[config.mk]
export PLATFORM = sky130hd
export DESIGN_NAME = led_scan_driver
export DESIGN_NICKNAME = d
export VERILOG_FILES = /design/src/rtl/led_pkg.sv /design/src/rtl/led_hex_to_seg.sv /design/src/rtl/led_scan_driver.sv
export SDC_FILE = /design/constraint.sdc
export NUM_CORES = 1
export LEC_CHECK = 0
export ABC_AREA = 1
export CAP_MARGIN = 40
export CELL_PAD_IN_SITES_DETAIL_PLACEMENT = 1
export CELL_PAD_IN_SITES_GLOBAL_PLACEMENT = 1
export CORE_MARGIN = 2
export CORE_UTILIZATION = 25
export DETAILED_ROUTE_END_ITERATION = 8
export MAX_ROUTING_LAYER = met4
export PLACE_DENSITY = 0.52
export SLEW_MARGIN = 20
export SYNTH_ARGS = -nofsm -noshare
export SYNTH_HDL_FRONTEND = slang
export SYNTH_SLANG_ARGS = --single-unit
[constraint.sdc]
create_clock -name clk -period 2.3 [get_ports clk]
set_input_delay 0.46 -clock clk [delete_from_list [all_inputs] [get_ports clk]]
set_output_delay 0.46 -clock clk [all_outputs]
set_load 0.02 [all_outputs]
[src/rtl/led_pkg.sv]
// Shared definitions for the multiplexed hex display driver: the glyph table,
// the dark-segment constant and a sizing helper for the digit index.
package led_pkg;

    localparam logic [6:0] SEG_OFF = 7'b0000000;

    // A single-digit display still needs a 1-bit index register.
    function automatic int idx_width(input int n);
        return (n > 1) ? $clog2(n) : 1;
    endfunction

    // Active-high glyphs, bit order {g,f,e,d,c,b,a}.
    function automatic logic [6:0] hex_to_seg7(input logic [3:0] nib);
        logic [6:0] s;
        case (nib)
            4'h0:    s = 7'b0111111;
            4'h1:    s = 7'b0000110;
            4'h2:    s = 7'b1011011;
            4'h3:    s = 7'b1001111;
            4'h4:    s = 7'b1100110;
            4'h5:    s = 7'b1101101;
            4'h6:    s = 7'b1111101;
            4'h7:    s = 7'b0000111;
            4'h8:    s = 7'b1111111;
            4'h9:    s = 7'b1101111;
            4'hA:    s = 7'b1110111;
            4'hB:    s = 7'b1111100;
            4'hC:    s = 7'b0111001;
            4'hD:    s = 7'b1011110;
            4'hE:    s = 7'b1111001;
            default: s = 7'b1110001;
        endcase
        return s;
    endfunction

endpackage

[src/rtl/led_hex_to_seg.sv]
// Combinational hex nibble to active-high 7-segment glyph.
module led_hex_to_seg
    import led_pkg::*;
(
    input  logic [3:0] nib_i,
    output logic [6:0] seg_o
);

    assign seg_o = hex_to_seg7(nib_i);

endmodule

[src/rtl/led_scan_driver.sv]
// Round-robin N-digit 7-segment scanner with brightness PWM, leading-zero
// suppression and frame-synchronous (tear-free) display updates.
module led_scan_driver
    import led_pkg::*;
#(
    parameter int NUM_DIGITS  = 4,
    parameter int CLK_DIV     = 1024,
    parameter bit SEG_ACT_LOW = 1'b1,
    parameter bit AN_ACT_LOW  = 1'b1
) (
    input  logic                    clk,
    input  logic                    reset,
    input  logic [4*NUM_DIGITS-1:0] value,
    input  logic [NUM_DIGITS-1:0]   dp_in,
    input  logic [NUM_DIGITS-1:0]   blank_in,
    input  logic                    lz_en,
    input  logic                    load,
    input  logic [2:0]              brightness,
    output logic [6:0]              seg,
    output logic                    dp,
    output logic [NUM_DIGITS-1:0]   an,
    output logic                    frame_tick
);

    localparam int PW = $clog2(CLK_DIV);
    localparam int IW = idx_width(NUM_DIGITS);
    localparam int VW = 4 * NUM_DIGITS;
    localparam logic [6:0]            SEG_RST = {7{SEG_ACT_LOW}};
    localparam logic [NUM_DIGITS-1:0] AN_RST  = {NUM_DIGITS{AN_ACT_LOW}};

    logic [PW-1:0]         presc_q, presc_d;
    logic [IW-1:0]         idx_q, idx_d;
    logic [VW-1:0]         pend_val_q, disp_val_q;
    logic [NUM_DIGITS-1:0] pend_dp_q, pend_blank_q, disp_dp_q, disp_blank_q;
    logic                  pend_lz_q, disp_lz_q, pend_vld_q;
    logic [6:0]            seg_q, seg_d;
    logic                  dp_q, dp_d, ft_q;
    logic [NUM_DIGITS-1:0] an_q, an_d;

    logic                  slot_end, frame_end;
    logic [3:0]            nib;
    logic                  upper_zero, blank_cur, dp_cur, lz_cur, an_on;
    logic [6:0]            seg_hex, seg_lit;
    logic [31:0]           duty_thr;

    always_comb begin
        slot_end  = (presc_q == PW'(CLK_DIV - 1));
        frame_end = slot_end && (idx_q == IW'(NUM_DIGITS - 1));
        presc_d   = slot_end ? '0 : presc_q + PW'(1);
        idx_d     = idx_q;
        if (frame_end) begin
            idx_d = '0;
        end else if (slot_end) begin
            idx_d = idx_q + IW'(1);
        end
    end

    // Walk from the most significant digit down so upper_zero means "this and every higher nibble is 0".
    always_comb begin
        nib        = 4'h0;
        blank_cur  = 1'b0;
        dp_cur     = 1'b0;
        lz_cur     = 1'b0;
        upper_zero = 1'b1;
        for (int i = NUM_DIGITS - 1; i >= 0; i--) begin
            upper_zero = upper_zero && (disp_val_q[4*i +: 4] == 4'h0);
            if (idx_q == IW'(i)) begin
                nib       = disp_val_q[4*i +: 4];
                blank_cur = disp_blank_q[i];
                dp_cur    = disp_dp_q[i];
                lz_cur    = disp_lz_q && upper_zero && (i > 0);
            end
        end
    end

    led_hex_to_seg u_hex (
        .nib_i (nib),
        .seg_o (seg_hex)
    );

    // Prescaler value 0 is always dark so the anode switch never overlaps the old segment pattern.
    always_comb begin
        duty_thr = (32'(brightness) + 32'd1) * 32'(CLK_DIV / 8);
        an_on    = (presc_q != '0) && (32'(presc_q) < duty_thr);
        seg_lit  = (blank_cur || lz_cur) ? SEG_OFF : seg_hex;
        seg_d    = SEG_ACT_LOW ? ~seg_lit : seg_lit;
        dp_d     = SEG_ACT_LOW ? ~(dp_cur && !blank_cur) : (dp_cur && !blank_cur);
        for (int i = 0; i < NUM_DIGITS; i++) begin
            an_d[i] = AN_ACT_LOW ? !(an_on && (idx_q == IW'(i))) : (an_on && (idx_q == IW'(i)));
        end
    end

    always_ff @(posedge clk) begin
        if (reset) begin
            presc_q      <= '0;
            idx_q        <= '0;
            pend_val_q   <= '0;
            pend_dp_q    <= '0;
            pend_blank_q <= '0;
            pend_lz_q    <= 1'b0;
            pend_vld_q   <= 1'b0;
            disp_val_q   <= '0;
            disp_dp_q    <= '0;
            disp_blank_q <= '0;
            disp_lz_q    <= 1'b0;
            seg_q        <= SEG_RST;
            dp_q         <= SEG_ACT_LOW;
            an_q         <= AN_RST;
            ft_q         <= 1'b0;
        end else begin
            presc_q <= presc_d;
            idx_q   <= idx_d;
            // A load coinciding with the wrap stays pending for the following frame.
            if (load) begin
                pend_val_q   <= value;
                pend_dp_q    <= dp_in;
                pend_blank_q <= blank_in;
                pend_lz_q    <= lz_en;
                pend_vld_q   <= 1'b1;
            end else if (frame_end) begin
                pend_vld_q   <= 1'b0;
            end
            if (frame_end && pend_vld_q) begin
                disp_val_q   <= pend_val_q;
                disp_dp_q    <= pend_dp_q;
                disp_blank_q <= pend_blank_q;
                disp_lz_q    <= pend_lz_q;
            end
            seg_q <= seg_d;
            dp_q  <= dp_d;
            an_q  <= an_d;
            ft_q  <= frame_end;
        end
    end

    assign seg        = seg_q;
    assign dp         = dp_q;
    assign an         = an_q;
    assign frame_tick = ft_q;

endmodule

==> impl_metrics.tcl, run 1 <==
set metrics [dict create \
    hold_viol 0 \
    cp-endpoint "seg[3]" \
    gr-total-overflow 0 \
    muxShareOfSynthArea 0 \
    clock_latency_ps 340 \
    synth_warnings 0 \
    power.density_nw_per_um2 682.2 \
    netlist_top_cells_area "dfxtp_1 (45%), nor2_1 (11%), nand2_1 (6.5%), o21ai_0 (5.7%), ha_1 (5.6%)" \
    antenna_found_initial 0 \
    dpl.hpwl_um 6419 \
    setup_viol 0 \
    htreeDepth 3 \
    cap_violations 0 \
    outcome "completed" \
    rrSetupSlack_ps 280 \
    rsz0062_at_grt "false" \
    reg2regPathDepth 11 \
    post_route_cells_drive_above_1_share 0.08300 \
    finalPower_mw 2.938 \
    netlist_area_um2 3357 \
    cts_buffers 9 \
    yosysSeqAreaShare 0.4532 \
    final_area_um2 4307 \
    hold_class "flop to flop" \
    crit_required_ps 2520 \
    crit_chain "inv_1 > ha_2 > inv_1 > or2_2 > nand2_1 > inv_1 > ha_1 > inv_1 > nand2_1 > nand3_1 > nand3_1" \
    slew_violations 0 \
    die_h_um 119.9 \
    cts.sinks 76 \
    synth-main-ff-cell "dfxtp_1" \
    grt_max_degree 51 \
    synth_fa_ha_area_frac 0.05591 \
    cp_common_cell "inv_1" \
    die_w_um 119.9 \
    ant_nets 0 \
    dieArea_um2 14370 \
    grt_pass1_wl_um 15720 \
    r2r_start "idx_q[0]" \
    synth_compound_area_frac 0.1155 \
    slowest_stage "dfxtp_1" \
    start_kind "flop" \
    antenna_cells 0 \
    yosys.area.top_type "dfxtp_1" \
    drt_iter0_drc 144 \
    clkTransAtPathRegs_ps 60 \
    drt-vias-per-instance 4.431 \
    pre_cts_slack_ps -46.38 \
    period_minus_slack_ps 2016 \
    startpoint "idx_q[0]" \
    max_freq_ghz 0.4960 \
    end_kind "flop" \
    yosys.area_share.simple 0.2944 \
    wl_per_cell_um 13.14 \
    critPathArrivalTime_ps 2240 \
    grt_pass1_vias 3158 \
    period_share 0.8766 \
    crit_type "flop to flop" \
    synth_top_area_share 0.4532 \
    worstReg2RegEnd "seg[3]" \
    rows 42 \
    syn_nets 501 \
    clockRootBuffer "clkbuf_16" \
    drc 0 \
    core_um2 13190 \
    placed_cell_area_um2 4014 \
    num_vias 3022 \
    area_delta_synth_final_pct 28.29 \
    io_buffers 43 \
    worstMarginPinSlew_ps 577.1 \
    utilization 0.3265 \
    p_leak_nw 1.782 \
    slew_headroom 0.6144 \
    post_cts.repair.setup_buffers 0 \
    tritoncts "built" \
    fin_tns_setup_ps 0 \
    synthCells 455 \
    setup_slack_ps 283.8 \
    peakVddDrop_v 0.0003350 \
    ys_async_sr_fraction 0 \
    finalWirelength_um 8963 \
    skew_ps 5.006 \
    syn_avg_cell_area_um2 7.378 \
    synth-xor-area-share 0.01305 \
    grt_usage 0.1416 \
    ys_seq_elements 76 \
    cp_slowest_stage_delay_ps 340 \
    pin_count 44 \
    crit_fanout 8 \
    synth-edff-count 0 \
    initial_core_util 0.2545 \
    ys_types 30 \
    globalplace.congestion 0.7866 \
    num-nets-final 547 \
    firstDrtPassIters 4 \
    clockBufferDepth 2 \
    synth_top_family_by_area "simple AND/OR/NAND/NOR gates" \
]
cell families after synthesis:
logic type	after synthesis
flops	76
fa+ha+maj	15
xor+xnor	5
buf+inv	55
compound gates	75
simple gates	229
how the worst min path moves through the flow:
stage              startpoint             end  slack [ps]  cells past startpoint
2_1_floorplan      presc_q[0]      presc_q[0]         440                      1
3_3_place_gp       presc_q[0]      presc_q[0]         470                      1
3_5_place_dp       presc_q[0]      presc_q[0]         470                      1
4_1_cts            presc_q[0]      presc_q[0]         490                      1
5_1_grt        pend_val_q[10]  disp_val_q[10]         510                      2
6_report           presc_q[0]      presc_q[0]         480                      1
where the power goes:
part / internal [mW] / leakage, nW / total (mW) / switching (mW)
logic: 0.0994 / 1.02 / 0.208 / 0.109
clock network: 0.819 / 0.140 / 1.35 / 0.527
registers: 1.36 / 0.622 / 1.38 / 0.0231
total: 2.28 / 1.78 / 2.94 / 0.659
Yosys cell counts, types with 5 or more instances:
cell type / n
nor2_1: 100
buf_2: 5
o21ai_1: 20
a21oi_1: 12
nand2_1: 58
inv_1: 29
clkbuf_1: 13
ha_1: 15
nor3_1: 27
o21ai_0: 38
dfxtp_1: 76
nand3_1: 30
state kept, by name, summed over array words and instances, names as in the netlist, 7 cells and up:
name        flops
seg             7
pend_val_q     16
presc_q        10
disp_val_q     16
per-stage QoR:
stage | instances | hold WS [ps]
6_report | 682 | 484.7
5_1_grt | 682 | 506.8
4_1_cts | 682 | 488.5
3_5_place_dp | 666 | 474.5
3_3_place_gp | 666 | 465.7
2_1_floorplan | 455 | 441.5
cell usage in the layout (no fill, tap or decap), types with 20 or more instances in the layout:
| cell | instances |
|---|---|
| clkdlybuf4s50_1 | 43 |
| nand2_1 | 58 |
| dfxtp_1 | 76 |
| nor2_1 | 99 |
| nand3_1 | 30 |
| o21ai_0 | 38 |
| inv_1 | 29 |
| nor3_1 | 27 |
| o21ai_1 | 20 |
metal layers:
layer / vias to the layer above / track usage / wire, um / part of all wire
met1: 1386 / 0.1867 / 4594 / 0.51
met2: 45 / 0.2046 / 3841 / 0.43
li1: 1575 / - / - / -
met4: 0 / 0.07353 / 242 / 0.027
met3: 16 / 0.02899 / 284 / 0.032
met5: - / - / 0 / 0
layout make-up:
type,instances,area (um2)
Clock buffer,15,277.8
Tap cell,176,220.2
Sequential cell,76,1521
Inverter,35,131.4
Timing Repair Buffer,55,533.0
Fill cell,1598,8884
Clock inverter,1,5.005
Multi-Input combinational cell,324,1618
critical path: cells and delay by family, from the launching register on:
kind | cells | cell delay (ps)
and+or+nand+nor | 5 | 620
adders and majority gates | 2 | 540
DFF | 1 | 340
buffers and inverters | 4 | 370
timing repair:
action                     4_1_cts  5_1_grt
setup endpoints to repair        0        5
gates resized for setup          0        4
hold buffers                     0        0
Note: power is estimated with default switching activity, not from simulation.
==> run 2, diff against run 1 <==
CTS_BUF_LIST = sky130_fd_sc_hd__clkbuf_16   (was unset)
CTS_CLUSTER_DIAMETER = 80   (was unset)
==> run 2 against run 1 <==
Sequential cell count did not move. Wire length barely moved. Clock power fell by 9%. Clock skew barely moved. First-iteration DRC count fell by 11%. Sequential share of layout area rose by 0.25 points. Final area fell by 0.70%.
==> impl_metrics.tcl, run 2 (synthesized netlist as in run 1, its figures left out) <==
set metrics [dict create \
    ant_nets 0 \
    hold_viol 0 \
    multi_input_comb_area_um2 1618 \
    dpl.hpwl_um 6419 \
    worstMarginPinSlew_ps 578.1 \
    drt_iter0_drc 128 \
    post_cts.repair.setup_buffers 0 \
    period_minus_slack_ps 2016 \
    antenna_found_initial 0 \
    outcome "completed" \
    p_leak_nw 1.778 \
    post_route_cells_drive_above_1_share 0.07708 \
    slew_headroom 0.6137 \
    crit_type "flop to flop" \
    area_delta_synth_final_pct 27.39 \
    wl_per_cell_um 13.15 \
    finalWirelength_um 8970 \
    grt_usage 0.1416 \
    firstDrtPassIters 4 \
    tritoncts "built" \
    hold-worst-slack_ps 484.4 \
    ctsHoldBuffers 0 \
    rsz0062_at_grt "false" \
    rrSetupSlack_ps 280 \
    io_buffers 43 \
    num_vias 3013 \
    drt-vias-per-instance 4.418 \
    period_share 0.8766 \
    htreeDepth 3 \
    grt_pass1_wl_um 15730 \
    power.density_nw_per_um2 660.3 \
    num-nets-final 547 \
    setup_slack_ps 283.9 \
    clock_latency_ps 340 \
    drc 0 \
    crit_fanout 8 \
    antenna_cells 0 \
    hold_class "flop to flop" \
    max_freq_ghz 0.4960 \
    clkTransAtPathRegs_ps 60 \
    gr-total-overflow 0 \
    setup_viol 0 \
    final-seq-area_um2 1521 \
    final_common_cell "nor2_1" \
    skew_ps 5.269 \
    finalPower_mw 2.824 \
    mostFrequentLayoutCells "nor2_1 (99), dfxtp_1 (76), nand2_1 (58)" \
    end_kind "flop" \
    critPathArrivalTime_ps 2240 \
    die_h_um 119.9 \
    cts_buffers 9 \
    start_kind "flop" \
    grt_pass1_vias 3151 \
    rows 42 \
    clockRootBuffer "clkbuf_16" \
    pin_count 44 \
    core_um2 13190 \
    cap_violations 0 \
    globalplace.congestion 0.7866 \
    initial_core_util 0.2545 \
    grt_max_degree 51 \
    peakVddDrop_v 0.0003274 \
    pre_cts_slack_ps -46.38 \
    reg_top3 "disp_val_q x16, pend_val_q x16, presc_q x10" \
    clockBufferDepth 2 \
    cts.sinks 76 \
    fillers 1598 \
    die_w_um 119.9 \
    utilization 0.3242 \
    dieArea_um2 14370 \
    crit_required_ps 2520 \
    slew_violations 0 \
]
-- run 2: changes by cell type in the layout (fill, tap and decap cells not counted), sizes merged --
cell / delta
clkbuf: -6
clkinv: +3
inv: +3
-- run 2: final timing paths --
path / startpoint / end / depth (start not counted)
max reg2reg: idx_q[0] / seg[3] / 11
min: presc_q[0] / presc_q[0] / 1
max: idx_q[0] / seg[3] / 11
min reg2reg: presc_q[0] / presc_q[0] / 1
-- run 2: layout make-up --
| type | count | share of cell area |
|---|---|---|
| clock buffers | 9 | 0.05266 |
| clock inverters | 7 | 0.006437 |
| inverters | 35 | 0.03072 |
| multi-input cells | 324 | 0.3783 |
| flip-flops and latches | 76 | 0.3558 |
| well taps | 176 | 0.05149 |
| repair buffers | 55 | 0.1246 |
-- run 2: critical path, cell delays in order, from the launching register on --
cell     delay, ps
dfxtp_1        340
inv_1          100
ha_2           270
inv_1          120
or2_2          280
nand2_1        130
inv_1          100
ha_1           270
inv_1           50
nand2_1         60
nand3_1         80
nand3_1         70
-- run 2: repair_timing --
item,in CTS,in global routing
gates resized for setup,0,4
hold endpoints to repair,0,0
endpoints found under the setup margin,0,5
-- run 2: report_power, final --
part | leakage [nW] | switching [mW] | internal, mW
Clock | 0.136 | 0.527 | 0.705
Combinational | 1.02 | 0.109 | 0.0994
Sequential | 0.622 | 0.0230 | 1.36
-- run 2: routing by layer --
| metal | vias to the layer above | track usage | share of wire |
|---|---|---|---|
| li1 | 1573 | - | - |
| met3 | 17 | 0.02899 | 0.032 |
| met1 | 1377 | 0.1876 | 0.51 |
| met5 | - | - | 0 |
| met4 | 0 | 0.07353 | 0.027 |
| met2 | 46 | 0.2036 | 0.43 |
-- run 2: stage by stage --
stage	cells	area [um2]	setup TNS, ps
5_1_grt	682	4277	0
2_1_floorplan	455	3357	0
4_1_cts	682	4267	0
3_3_place_gp	666	4014	0
3_5_place_dp	666	4014	-99.12
6_report	682	4277	0
==> run 3, diff against run 2 <==
==> constraint.sdc (replaced) <==
create_clock -name clk -period 2.3 [get_ports clk]
set_input_delay 0.575 -clock clk [delete_from_list [all_inputs] [get_ports clk]]
set_output_delay 0.575 -clock clk [all_outputs]
set_load 0.02 [all_outputs]
==> run 3 against run 2 <==
Maximum frequency decreased by 1.9%. First-iteration DRC count increased by 30%. Core utilization rose by 0.076 points. Via count fell by 0.96%. Power increased by 1.5%. Non-clock buffer count rose by 1. Critical path depth is 1 higher. Largest power group unchanged. Highest routed layer unchanged.
==> impl_metrics.tcl, run 3 (synthesized netlist as in run 1, its figures left out) <==
set metrics [dict create \
    num-nets-final 548 \
    peakVddDrop_v 0.0002921 \
    final-seq-area_um2 1521 \
    start_kind "flop" \
    cp_slowest_stage_delay_ps 410 \
    die_w_um 119.9 \
    utilization 0.3250 \
    final_common_cell "nor2_1" \
    antenna_found_initial 0 \
    cts_buffers 9 \
    dpl.hpwl_um 6271 \
    crit_required_ps 2530 \
    clkTransAtPathRegs_ps 60 \
    clockBufferDepth 2 \
    die_h_um 119.9 \
    grt_max_degree 51 \
    power.density_nw_per_um2 668.3 \
    clockRootBuffer "clkbuf_16" \
    grt_pass1_vias 3138 \
    fin_tns_setup_ps 0 \
    drt_iter0_drc 167 \
    pin_count 44 \
    rows 42 \
    end_kind "flop" \
    slowest_stage "dfxtp_1" \
    max_freq_ghz 0.4865 \
    hold_class "flop to flop" \
    cts.sinks 76 \
    gr-total-overflow 0 \
    grt_pass1_wl_um 15580 \
    outcome "completed" \
    cap_violations 0 \
    hold_viol 0 \
    ant_nets 0 \
    grt_usage 0.1417 \
    setup_viol 0 \
    clock_latency_ps 340 \
    rsz0062_at_grt "false" \
    drt-vias-per-instance 4.369 \
    num_vias 2984 \
    finalPower_mw 2.865 \
    reg_top3 "disp_val_q x16, pend_val_q x16, presc_q x10" \
    htreeDepth 3 \
    drc 0 \
    slew_headroom 0.5992 \
    p_leak_nw 1.779 \
    globalplace.congestion 0.7604 \
    skew_ps 6.015 \
    multi_input_comb_area_um2 1613 \
    critPathArrivalTime_ps 2290 \
    dieArea_um2 14370 \
    core_um2 13190 \
    tritoncts "built" \
    finalWirelength_um 8934 \
    crit_chain "inv_1 > ha_2 > nor2_1 > nand2_1 > nand3_1 > nand2_1 > buf_4 > ha_1 > inv_1 > nand2_1 > nand3_1 > nand3_1" \
    wl_per_cell_um 13.08 \
    crit_type "flop to flop" \
    period_share 0.8936 \
    slew_violations 0 \
    crit_fanout 11 \
    io_buffers 43 \
    initial_core_util 0.2545 \
    dp_cells 667 \
    mostFrequentLayoutCells "nor2_1 (100), dfxtp_1 (76), nand2_1 (58)" \
    firstDrtPassIters 4 \
    ctsHoldBuffers 0 \
    post_route_cells_drive_above_1_share 0.08284 \
    fillers 1620 \
    area_delta_synth_final_pct 27.69 \
    final_cell_count_no_fill 683 \
    antenna_cells 0 \
    worstMarginPinSlew_ps 599.8 \
    period_minus_slack_ps 2055 \
]
[run 3: cell types whose count changed in the layout (fill, tap and decap cells not counted), sizes merged]
cell,delta
clkinv,+1
buf,+1
inv,-2
clkinvlp,+1
[run 3: path summary, 6_finish.rpt]
check,from,to,slack (ps),cells past startpoint
worst max-delay path,idx_q[0],seg[3],240,12
worst min-delay path,pend_val_q[10],disp_val_q[10],490,2
worst max register to register,idx_q[0],seg[3],240,12
worst min register to register,pend_val_q[10],disp_val_q[10],490,2
[run 3: metal layers]
layer	wire, um	GRT usage	vias up	share of wire
met3	396	0.03660	8	0.044
met4	163	0.05735	0	0.018
li1	-	-	1577	-
met5	0	-	-	0
met2	3722	0.2007	48	0.42
met1	4652	0.1919	1351	0.52
[run 3: per-stage QoR]
step                      hold WS (ps)  setup slack [ps]  cell area (um2)
final                            486.9             244.7             4287
after global routing             514.7             54.59             4287
after CTS                        491.1             144.8             4282
after detailed placement         475.8            -109.2             4021
after global placement           463.6            -46.47             4021
after floorplan                  441.5             381.8             3357
[run 3: what timing repair did]
action	in CTS	in global routing
resized for setup	0	2
setup buffers	0	0
setup endpoints to repair	0	7
[run 3: final cells by class]
type / count / share of cell area
repair buffers: 56 / 0.1261
multi-input cells: 324 / 0.3762
flip-flops and latches: 76 / 0.3549
well taps: 176 / 0.05137
clock inverters: 7 / 0.008173
inverters: 35 / 0.03065
clock buffers: 9 / 0.05254
[run 3: report_power, final]
part           internal, mW  leakage (nW)  switching, mW
combinational         0.100          1.02          0.107
sequential             1.36         0.622         0.0228
clock                 0.714         0.134          0.560
[run 3: worst max-delay path: cells and delay by family, from the launching register on]
family,cells,cell delay [ps]
and+or+nand+nor,7,660
adders and majority gates,2,570
DFF,1,410
buffers and inverters,3,310
